===== src/rtl/booth4_wallace_mult_pipe.sv =====
// Pipelined radix-4 Booth multiplier with a 4:2/3:2 compressor tree and a valid/ready handshake.
// Stage 1 holds the Booth partial products, stage 2 the two compressed rows, stage 3 (optional) the sum.
module booth4_wallace_mult_pipe #(
    parameter int unsigned WIDTH   = 16,
    parameter int unsigned OUT_REG = 1
) (
    input  logic                 sys_clk,
    input  logic                 sys_rst_n,
    input  logic                 clr,
    input  logic                 in_valid,
    output logic                 in_ready,
    input  logic [WIDTH-1:0]     in_a,
    input  logic [WIDTH-1:0]     in_b,
    input  logic                 in_signed,
    output logic                 out_valid,
    input  logic                 out_ready,
    output logic [2*WIDTH-1:0]   out_product
);
    localparam int unsigned P      = 2 * WIDTH;
    localparam int unsigned XW     = WIDTH + 2;
    localparam int unsigned N_PP   = WIDTH / 2 + 1;
    localparam int unsigned N_ROWS = N_PP + 1;

    // Rows left after one tree level: each group of four gives two, a leftover three gives two.
    function automatic int unsigned next_rows(input int unsigned r);
        return 2 * (r / 4) + (((r % 4) == 3) ? 2 : (r % 4));
    endfunction

    function automatic int unsigned rows_at(input int unsigned r0, input int unsigned lvl);
        int unsigned r = r0;
        for (int unsigned k = 0; k < lvl; k++) begin
            r = next_rows(r);
        end
        return r;
    endfunction

    function automatic int unsigned num_levels(input int unsigned r0);
        int unsigned r = r0;
        int unsigned n = 0;
        while (r > 2) begin
            r = next_rows(r);
            n++;
        end
        return n;
    endfunction

    localparam int unsigned N_LVL = num_levels(N_ROWS);

    logic              run;
    logic              accept;
    logic              s1_valid;
    logic              s2_valid;
    logic              s1_adv;
    logic              s2_adv;

    logic [XW-1:0]     a_ext;
    logic [XW:0]       b_ext;
    logic [P-1:0]      pp_row [N_PP];
    logic [N_PP-1:0]   pp_neg;

    logic [P-1:0]      s1_row [N_PP];
    logic [N_PP-1:0]   s1_neg;
    logic [P-1:0]      corr;
    logic [P-1:0]      row0 [N_ROWS];
    logic [P-1:0]      tree_sum;
    logic [P-1:0]      tree_carry;
    logic [P-1:0]      s2_sum;
    logic [P-1:0]      s2_carry;
    logic [P-1:0]      sum_c;

    // Multiplier carries an implicit zero below bit 0 for the first Booth triplet.
    assign a_ext = {{2{in_signed & in_a[WIDTH-1]}}, in_a};
    assign b_ext = {{2{in_signed & in_b[WIDTH-1]}}, in_b, 1'b0};

    for (genvar i = 0; i < N_PP; i++) begin : g_booth
        logic [2:0]    trip;
        logic          one;
        logic          two;
        logic [XW-1:0] mag;
        logic [XW-1:0] sel;
        logic [P-1:0]  sx;

        assign trip = b_ext[2*i+2 : 2*i];
        assign one  = trip[1] ^ trip[0];
        assign two  = (trip == 3'b011) | (trip == 3'b100);
        assign mag  = two ? {a_ext[XW-2:0], 1'b0} : (one ? a_ext : '0);
        assign sel  = trip[2] ? ~mag : mag;
        assign sx   = {{(P-XW){sel[XW-1]}}, sel};
        assign pp_row[i] = sx << (2 * i);
        assign pp_neg[i] = trip[2];
    end

    assign accept   = in_valid & in_ready;
    assign s1_adv   = s1_valid & (~s2_valid | s2_adv);
    assign in_ready = run & ~clr & (~s1_valid | s1_adv);

    // Holds in_ready low until the first edge after reset release.
    always_ff @(posedge sys_clk or negedge sys_rst_n) begin
        if (!sys_rst_n) begin
            run <= 1'b0;
        end else begin
            run <= 1'b1;
        end
    end

    always_ff @(posedge sys_clk or negedge sys_rst_n) begin
        if (!sys_rst_n) begin
            s1_valid <= 1'b0;
            s2_valid <= 1'b0;
        end else if (clr) begin
            s1_valid <= 1'b0;
            s2_valid <= 1'b0;
        end else begin
            if (accept) begin
                s1_valid <= 1'b1;
            end else if (s1_adv) begin
                s1_valid <= 1'b0;
            end
            if (s1_adv) begin
                s2_valid <= 1'b1;
            end else if (s2_adv) begin
                s2_valid <= 1'b0;
            end
        end
    end

    always_ff @(posedge sys_clk) begin
        if (accept) begin
            s1_row <= pp_row;
            s1_neg <= pp_neg;
        end
    end

    // Correction bits that complete the two's-complement negation of each inverted row.
    for (genvar j = 0; j < P; j++) begin : g_corr
        if ((j % 2) == 0 && (j / 2) < N_PP) begin : g_bit
            assign corr[j] = s1_neg[j/2];
        end else begin : g_zero
            assign corr[j] = 1'b0;
        end
    end

    for (genvar k = 0; k < N_PP; k++) begin : g_row0
        assign row0[k] = s1_row[k];
    end
    assign row0[N_PP] = corr;

    for (genvar l = 0; l < N_LVL; l++) begin : g_lvl
        localparam int unsigned R  = rows_at(N_ROWS, l);
        localparam int unsigned RN = next_rows(R);
        localparam int unsigned NQ = R / 4;
        localparam int unsigned RM = R % 4;

        logic [P-1:0] cur [R];
        logic [P-1:0] nxt [RN];

        if (l == 0) begin : g_src0
            for (genvar k = 0; k < R; k++) begin : g_cp
                assign cur[k] = row0[k];
            end
        end else begin : g_srcn
            for (genvar k = 0; k < R; k++) begin : g_cp
                assign cur[k] = g_lvl[l-1].nxt[k];
            end
        end

        // 4:2 compressors; the horizontal carry does not depend on the incoming carry.
        for (genvar g = 0; g < NQ; g++) begin : g_c42
            logic [P-1:0] x0, x1, x2, x3, xs, ci, sm;
            logic [P-2:0] co, cy;

            assign x0 = cur[4*g];
            assign x1 = cur[4*g+1];
            assign x2 = cur[4*g+2];
            assign x3 = cur[4*g+3];
            assign xs = x0 ^ x1 ^ x2;
            assign co = (x0[P-2:0] & x1[P-2:0]) | (x0[P-2:0] & x2[P-2:0]) | (x1[P-2:0] & x2[P-2:0]);
            assign ci = {co, 1'b0};
            assign sm = xs ^ x3 ^ ci;
            assign cy = (xs[P-2:0] & x3[P-2:0]) | (xs[P-2:0] & ci[P-2:0]) | (x3[P-2:0] & ci[P-2:0]);
            assign nxt[2*g]   = sm;
            assign nxt[2*g+1] = {cy, 1'b0};
        end

        if (RM == 3) begin : g_c32
            logic [P-1:0] y0, y1, y2;
            logic [P-2:0] cy;

            assign y0 = cur[4*NQ];
            assign y1 = cur[4*NQ+1];
            assign y2 = cur[4*NQ+2];
            assign cy = (y0[P-2:0] & y1[P-2:0]) | (y0[P-2:0] & y2[P-2:0]) | (y1[P-2:0] & y2[P-2:0]);
            assign nxt[2*NQ]   = y0 ^ y1 ^ y2;
            assign nxt[2*NQ+1] = {cy, 1'b0};
        end else begin : g_pass
            for (genvar k = 0; k < RM; k++) begin : g_cp
                assign nxt[2*NQ+k] = cur[4*NQ+k];
            end
        end

        if (l == N_LVL - 1) begin : g_last
            assign tree_sum   = nxt[0];
            assign tree_carry = nxt[1];
        end
    end

    always_ff @(posedge sys_clk) begin
        if (s1_adv) begin
            s2_sum   <= tree_sum;
            s2_carry <= tree_carry;
        end
    end

    assign sum_c = s2_sum + s2_carry;

    if (OUT_REG != 0) begin : g_out_reg
        logic         s3_valid;
        logic [P-1:0] s3_prod;

        assign s2_adv = s2_valid & (~s3_valid | out_ready);

        always_ff @(posedge sys_clk or negedge sys_rst_n) begin
            if (!sys_rst_n) begin
                s3_valid <= 1'b0;
            end else if (clr) begin
                s3_valid <= 1'b0;
            end else if (s2_adv) begin
                s3_valid <= 1'b1;
            end else if (out_ready) begin
                s3_valid <= 1'b0;
            end
        end

        always_ff @(posedge sys_clk) begin
            if (s2_adv) begin
                s3_prod <= sum_c;
            end
        end

        assign out_valid   = s3_valid;
        assign out_product = s3_valid ? s3_prod : '0;
    end else begin : g_no_out_reg
        assign s2_adv      = s2_valid & out_ready;
        assign out_valid   = s2_valid;
        assign out_product = s2_valid ? sum_c : '0;
    end

endmodule


===== config.mk =====
export PLATFORM = sky130hd
export DESIGN_NAME = booth4_wallace_mult_pipe
export DESIGN_NICKNAME = d
export VERILOG_FILES = /design/src/rtl/booth4_wallace_mult_pipe.sv
export SDC_FILE = /design/constraint.sdc
export NUM_CORES = 1
export LEC_CHECK = 0
export CORE_ASPECT_RATIO = 1.75
export CORE_UTILIZATION = 45
export CTS_CLUSTER_SIZE = 40
export DETAILED_ROUTE_END_ITERATION = 6
export GPL_TIMING_DRIVEN = 0
export PLACE_DENSITY = 0.72
export SYNTH_ARGS = -nofsm -noshare
export SYNTH_HDL_FRONTEND = slang
export SYNTH_SLANG_ARGS = --single-unit

===== constraint.sdc =====
create_clock -name sys_clk -period 6.2 [get_ports sys_clk]
set_input_delay 1.86 -clock sys_clk [delete_from_list [all_inputs] [get_ports sys_clk]]
set_output_delay 1.86 -clock sys_clk [all_outputs]
set_load 0.05 [all_outputs]

* Word level (Yosys, flattened, before mapping) *
Cells that the tools add are included.

cells by class
  muxes and demuxes = 37
  order comparisons = 0
  divide/modulo/power cells = 0
  reductions and logical operators = 3
  $add $sub $neg = 1
  bitwise operators = 95
  multipliers = 0
  shift operators = 0
  eq/ne operators = 17

operators by type and width
  kind                                           count
  AND 31 bit                                     22
  bitwise OR 31 bit                              16
  bitwise XOR 32 bit                             15
  two-way mux 18 bit                             24
  NOT 18 bit                                     8
  two-way mux 16 bit                             3
  adder 32 bit                                   1
  two-way mux 32 bit                             1
  bitwise XOR 32 x 17 -> 32 bit                  1
  AND 17 x 31 -> 31 bit                          1
  AND 31 x 17 -> 31 bit                          1
  == test 3 x 2 -> 1 bit, second input constant  8
  == test 3 bit, second input constant           8
  NOT 16 bit                                     1
  bitwise OR 1 bit                               11
  two-way mux 1 bit                              9
  nonzero test 3 bit                             3
  bitwise XOR 1 bit                              8
  AND 1 bit                                      7
  NOT 1 bit                                      4
  == test 2 bit, second input constant           1

word-level totals
  latch bits = 0
  bits in registers = 268
  logic and storage cells = 170
  input port bits = 38
  bits in read-only memories = 0
  memories kept = 0
  memory bits (writable) = 0
  output and inout port bits = 34

* Longest topological paths before layout *
  depth after elaboration = 18
  mapped depth = 12
  depth with buffers taken out = 12

* Least setup slack after synthesis *
No wires, ideal clock.

  path kind = input -> register
  start point = input out_ready
  end point = register s1_row (netlist bit g_lvl[0].g_c42[0].x0[0]), enable pin
  slack = -0.802 ns
  buffers on the path = 0
  cell stages on the path = 4
  library setup time = 0.549 ns
  arrival = 6.453 ns
  required time = 5.651 ns
  cell sequence = nor2b_1 -> nand3_1 -> and3b_1 -> and2_1

between the ends
  cells in the longest elaborated chain, start to end = 7

RTL lines
  item                    line  RTL
  start: declaration      16    input logic out_ready,
  bitwise OR 1 bit        220   assign s2_adv = s2_valid & (~s3_valid | out_ready);
  AND 1 bit               220
  bitwise OR 1 bit        94    assign s1_adv = s1_valid & (~s2_valid | s2_adv);
  AND 1 bit               94
  bitwise OR 1 bit        95    assign in_ready = run & ~clr & (~s1_valid | s1_adv);
  AND 1 bit               95
  via in_ready            11    output logic in_ready,
  AND 1 bit               93    assign accept = in_valid & in_ready;
  via accept              50    logic accept;
  end signal: assignment  129   s1_row <= pp_row;
  end: declaration        61    logic [P-1:0] s1_row [N_PP];

The timed path passes the listed nets, and every way through them passes these cells.
A chain may end at the register's enable or synchronous reset.

* Worst setup path after layout *
  start point = input out_ready
  end point = output in_ready

between the ends
  cells in the longest elaborated chain, start to end = 6

RTL lines
  item              line
  bitwise OR 1 bit  220
  AND 1 bit         220
  bitwise OR 1 bit  94
  AND 1 bit         94
  bitwise OR 1 bit  95
  AND 1 bit         95
  end: declaration  11

No other way between the ends.

==> run summary <==
Status: completed
Slew Limit Fails: 0
First DRT Iteration DRCs: 641
Antenna violations before repair: 0
Syn Std Cell Area: 17,300 um^2
Boundary Pins: 72
Min-Delay Path Class: flip-flop to flip-flop
Total CTS buffers: 25
Net Count, Synth: 1,738
Final HPWL DP: 31,000 um
Die X: 150 um
Min Tclk post-route: 5700 ps
Synthesized netlist cell count: 1,470
Grt ovf: 0
Worst-path maximum fanout: 5
Via density: 5.38
Post-synth EDFFs: 261
Reg-to-reg critical path startpoint: g_lvl[0].g_c42[0].x0[17]$_DFFE_PP_
CTS Buffer Depth: 3
H-tree levels: 1
Leading post-synthesis cells by cell area: edfxtp_1, fa_1, xnor2_1, ha_1, inv_1
Max-Cap Viols: 0
Clk_lat worst skew: 550 ps
Cts repair resizes: 0
Final Hold Viols: 0
Detail-routed net length per standard cell: 19.2 um
Pwr dens: 296 nW/um^2
Relative slew slack: 39.0%
Clock-pin slew of the registers on the worst-case setup and hold paths: 60 ps
GRT Total Usage: 20.9%
Clock Skews: 21.6 ps
Die area: 39,300 um^2
CP Class: primary input to primary output
Final Instance Area: 19,500 um^2
Layout cells sized above 1: 3.97%
Hold buffers post-CTS: 0
Worst hold slack: 435 ps
Number of global-route vias before repair: 11,780
FF-to-FF setup slack: 1870 ps
Initial core utilization: 45.9%
Yosys top cell by area: edfxtp_1
Ys flop type: edfxtp_1
First-pass GRT wire length: 61,700 um
Worst-Margin Slew: 913 ps
Worst Path Arrival: 3840 ps
Synth unique cells: 57
TNS Setup: 0 ps
Crit. Startpoint: out_ready
Most instantiated cells after synthesis: edfxtp_1, inv_1, xnor2_1
Yosys warnings: 0
CTS sink cnt: 265
Overall power: 5770 uW
CORE AREA: 37,800 um^2
Post-Route WL: 39,800 um
Synth-to-Final Area Change: 12.6%
Rows: 94
Worst setup EP type: primary output
CTS root buf: clkbuf_16
Crit share post-route: 91.9%
Unrepaired setup endpoints after global routing: false
Worst Path Required: 4340 ps
CTS tree: yes
Nets: 1,836
Setup bufs post-CTS: 0
Residual DRC: 0
Via count: 11,110
P_leak: 0.00795 uW
VDD IR-drop max: 0.000195 V
Syn avg cell area: 11.8 um^2
Yosys top cell area share: 45.2%
GPL Wtd Cong: 0.886
# setup viols final: 0
Fmax: 176 MHz
Die Ht: 262 um
Count leader, synth: edfxtp_1
Dpl cell area: 18,700 um^2
TritonRoute pass-1 iters: 5
Part of the Yosys area used for sequential elements: 45.8%
FFs w/ async S/R, synth: 1.51%
Final worst slack: 505 ps
Port bufs: 68
DP Worst Slack: 325 ps
Yosys reg bits: 265
Post-route antenna net violation count: 0
Startpoint class of the critical path: primary input
ANT cells: 0
Largest net degree at the start of global routing: 72
Min-delay src: g_lvl[0].g_c42[0].x0[1]$_DFFE_PP_
[power breakdown]
group	leakage (uW)	internal, uW	total, uW	switching [uW]
sequential	0.00244	2270	2320	42.5
combinational	0.00512	823	1920	1100
clock	0.000389	838	1530	695
[cells by family after synthesis]
| group | after synthesis | share of synthesized area [%] |
|---|---|---|
| buffers and inverters | 292 | 6.38 |
| AO/OA/AOI/OAI | 224 | 7.58 |
| other | 1 | 0.0216 |
| XOR/XNOR | 161 | 8.13 |
| flip-flops | 265 | 45.8 |
| multiplexers | 14 | 0.859 |
| adder cells (fa/ha/maj) | 230 | 22.4 |
| AND/OR/NAND/NOR | 283 | 8.89 |
[per-layer routing]
| metal | vias up | GRT usage [%] | share of wire, % |
|---|---|---|---|
| met3 | 126 | 1.96 | 5.0 |
| met2 | 394 | 40.3 | 55 |
| met4 | 0 | 12.7 | 5.9 |
| met1 | 5434 | 21.4 | 34 |
| li1 | 5156 | - | - |
| met5 | - | 0 | 0 |
[state kept, by name, summed over array words and instances, names as in the netlist]
register / cells
s2_valid: 1
g_lvl.g_c42.x1: 36
s1_neg: 9
s2_sum: 32
out_valid: 1
run: 1
s1_valid: 1
g_lvl.g_c42.x3: 36
g_lvl.g_c42.x0: 36
g_lvl.g_c42.x2: 52
s2_carry: 28
g_out_reg.s3_prod: 32
[metrics by stage]
stage / cells / utilization [%]
after detailed placement: 2021 / 49.6
after global placement: 2018 / 49.3
after global routing: 2066 / 51.7
after CTS: 2066 / 51.7
after floorplan: 1470 / -
final: 2066 / 51.7
[path summary, 6_finish.rpt]
path                                          to  cells past startpoint
max in group asynchronous  out_valid$_DFFE_PN0P_                      1
hold reg to reg              s2_sum[1]$_DFFE_PP_                      0
min in group asynchronous   s1_valid$_DFFE_PN0P_                      1
hold / removal               s2_sum[1]$_DFFE_PP_                      0
setup / recovery                        in_ready                      5
setup reg to reg            s2_sum[31]$_DFFE_PP_                     10
[cell type report]
class | count | area (um^2)
plain buffers | 74 | 288
clock buffers | 27 | 633
clock inverters | 18 | 181
fillers | 3186 | 18200
inverters | 218 | 818
multi-input cells | 913 | 8320
flip-flops and latches | 265 | 7940
well taps | 480 | 601
repair buffers | 71 | 756
[layout by cell type, fill, tap and decap left out, types with 3 or more instances in the layout]
cell               n
nand3_1           36
and2_1            34
o211ai_1           5
a21o_1            11
clkinvlp_4         3
clkinv_4           3
nor2b_1            4
dfrtp_1            4
xor2_1             9
fa_1             133
clkinv_1           3
o21ai_0           32
inv_1            218
clkbuf_16         25
o21a_1            19
nand2_1           65
a31oi_1            5
ha_1              97
a21oi_1          123
mux2_2             7
o21bai_1           5
xnor2_1          152
clkdlybuf4s50_1   68
inv_6              4
nor3_1             3
mux2i_1            7
edfxtp_1         261
clkbuf_1          63
buf_1             10
and3_1           109
nor2_1            15
[worst max-delay path: stages]
cell	delay [ps]
clkdlybuf4s50_1	400
nor2b_1	470
nand3_1	200
and3b_1	220
clkdlybuf4s50_1	690
No activity file was read; power rests on OpenSTA's default activity.
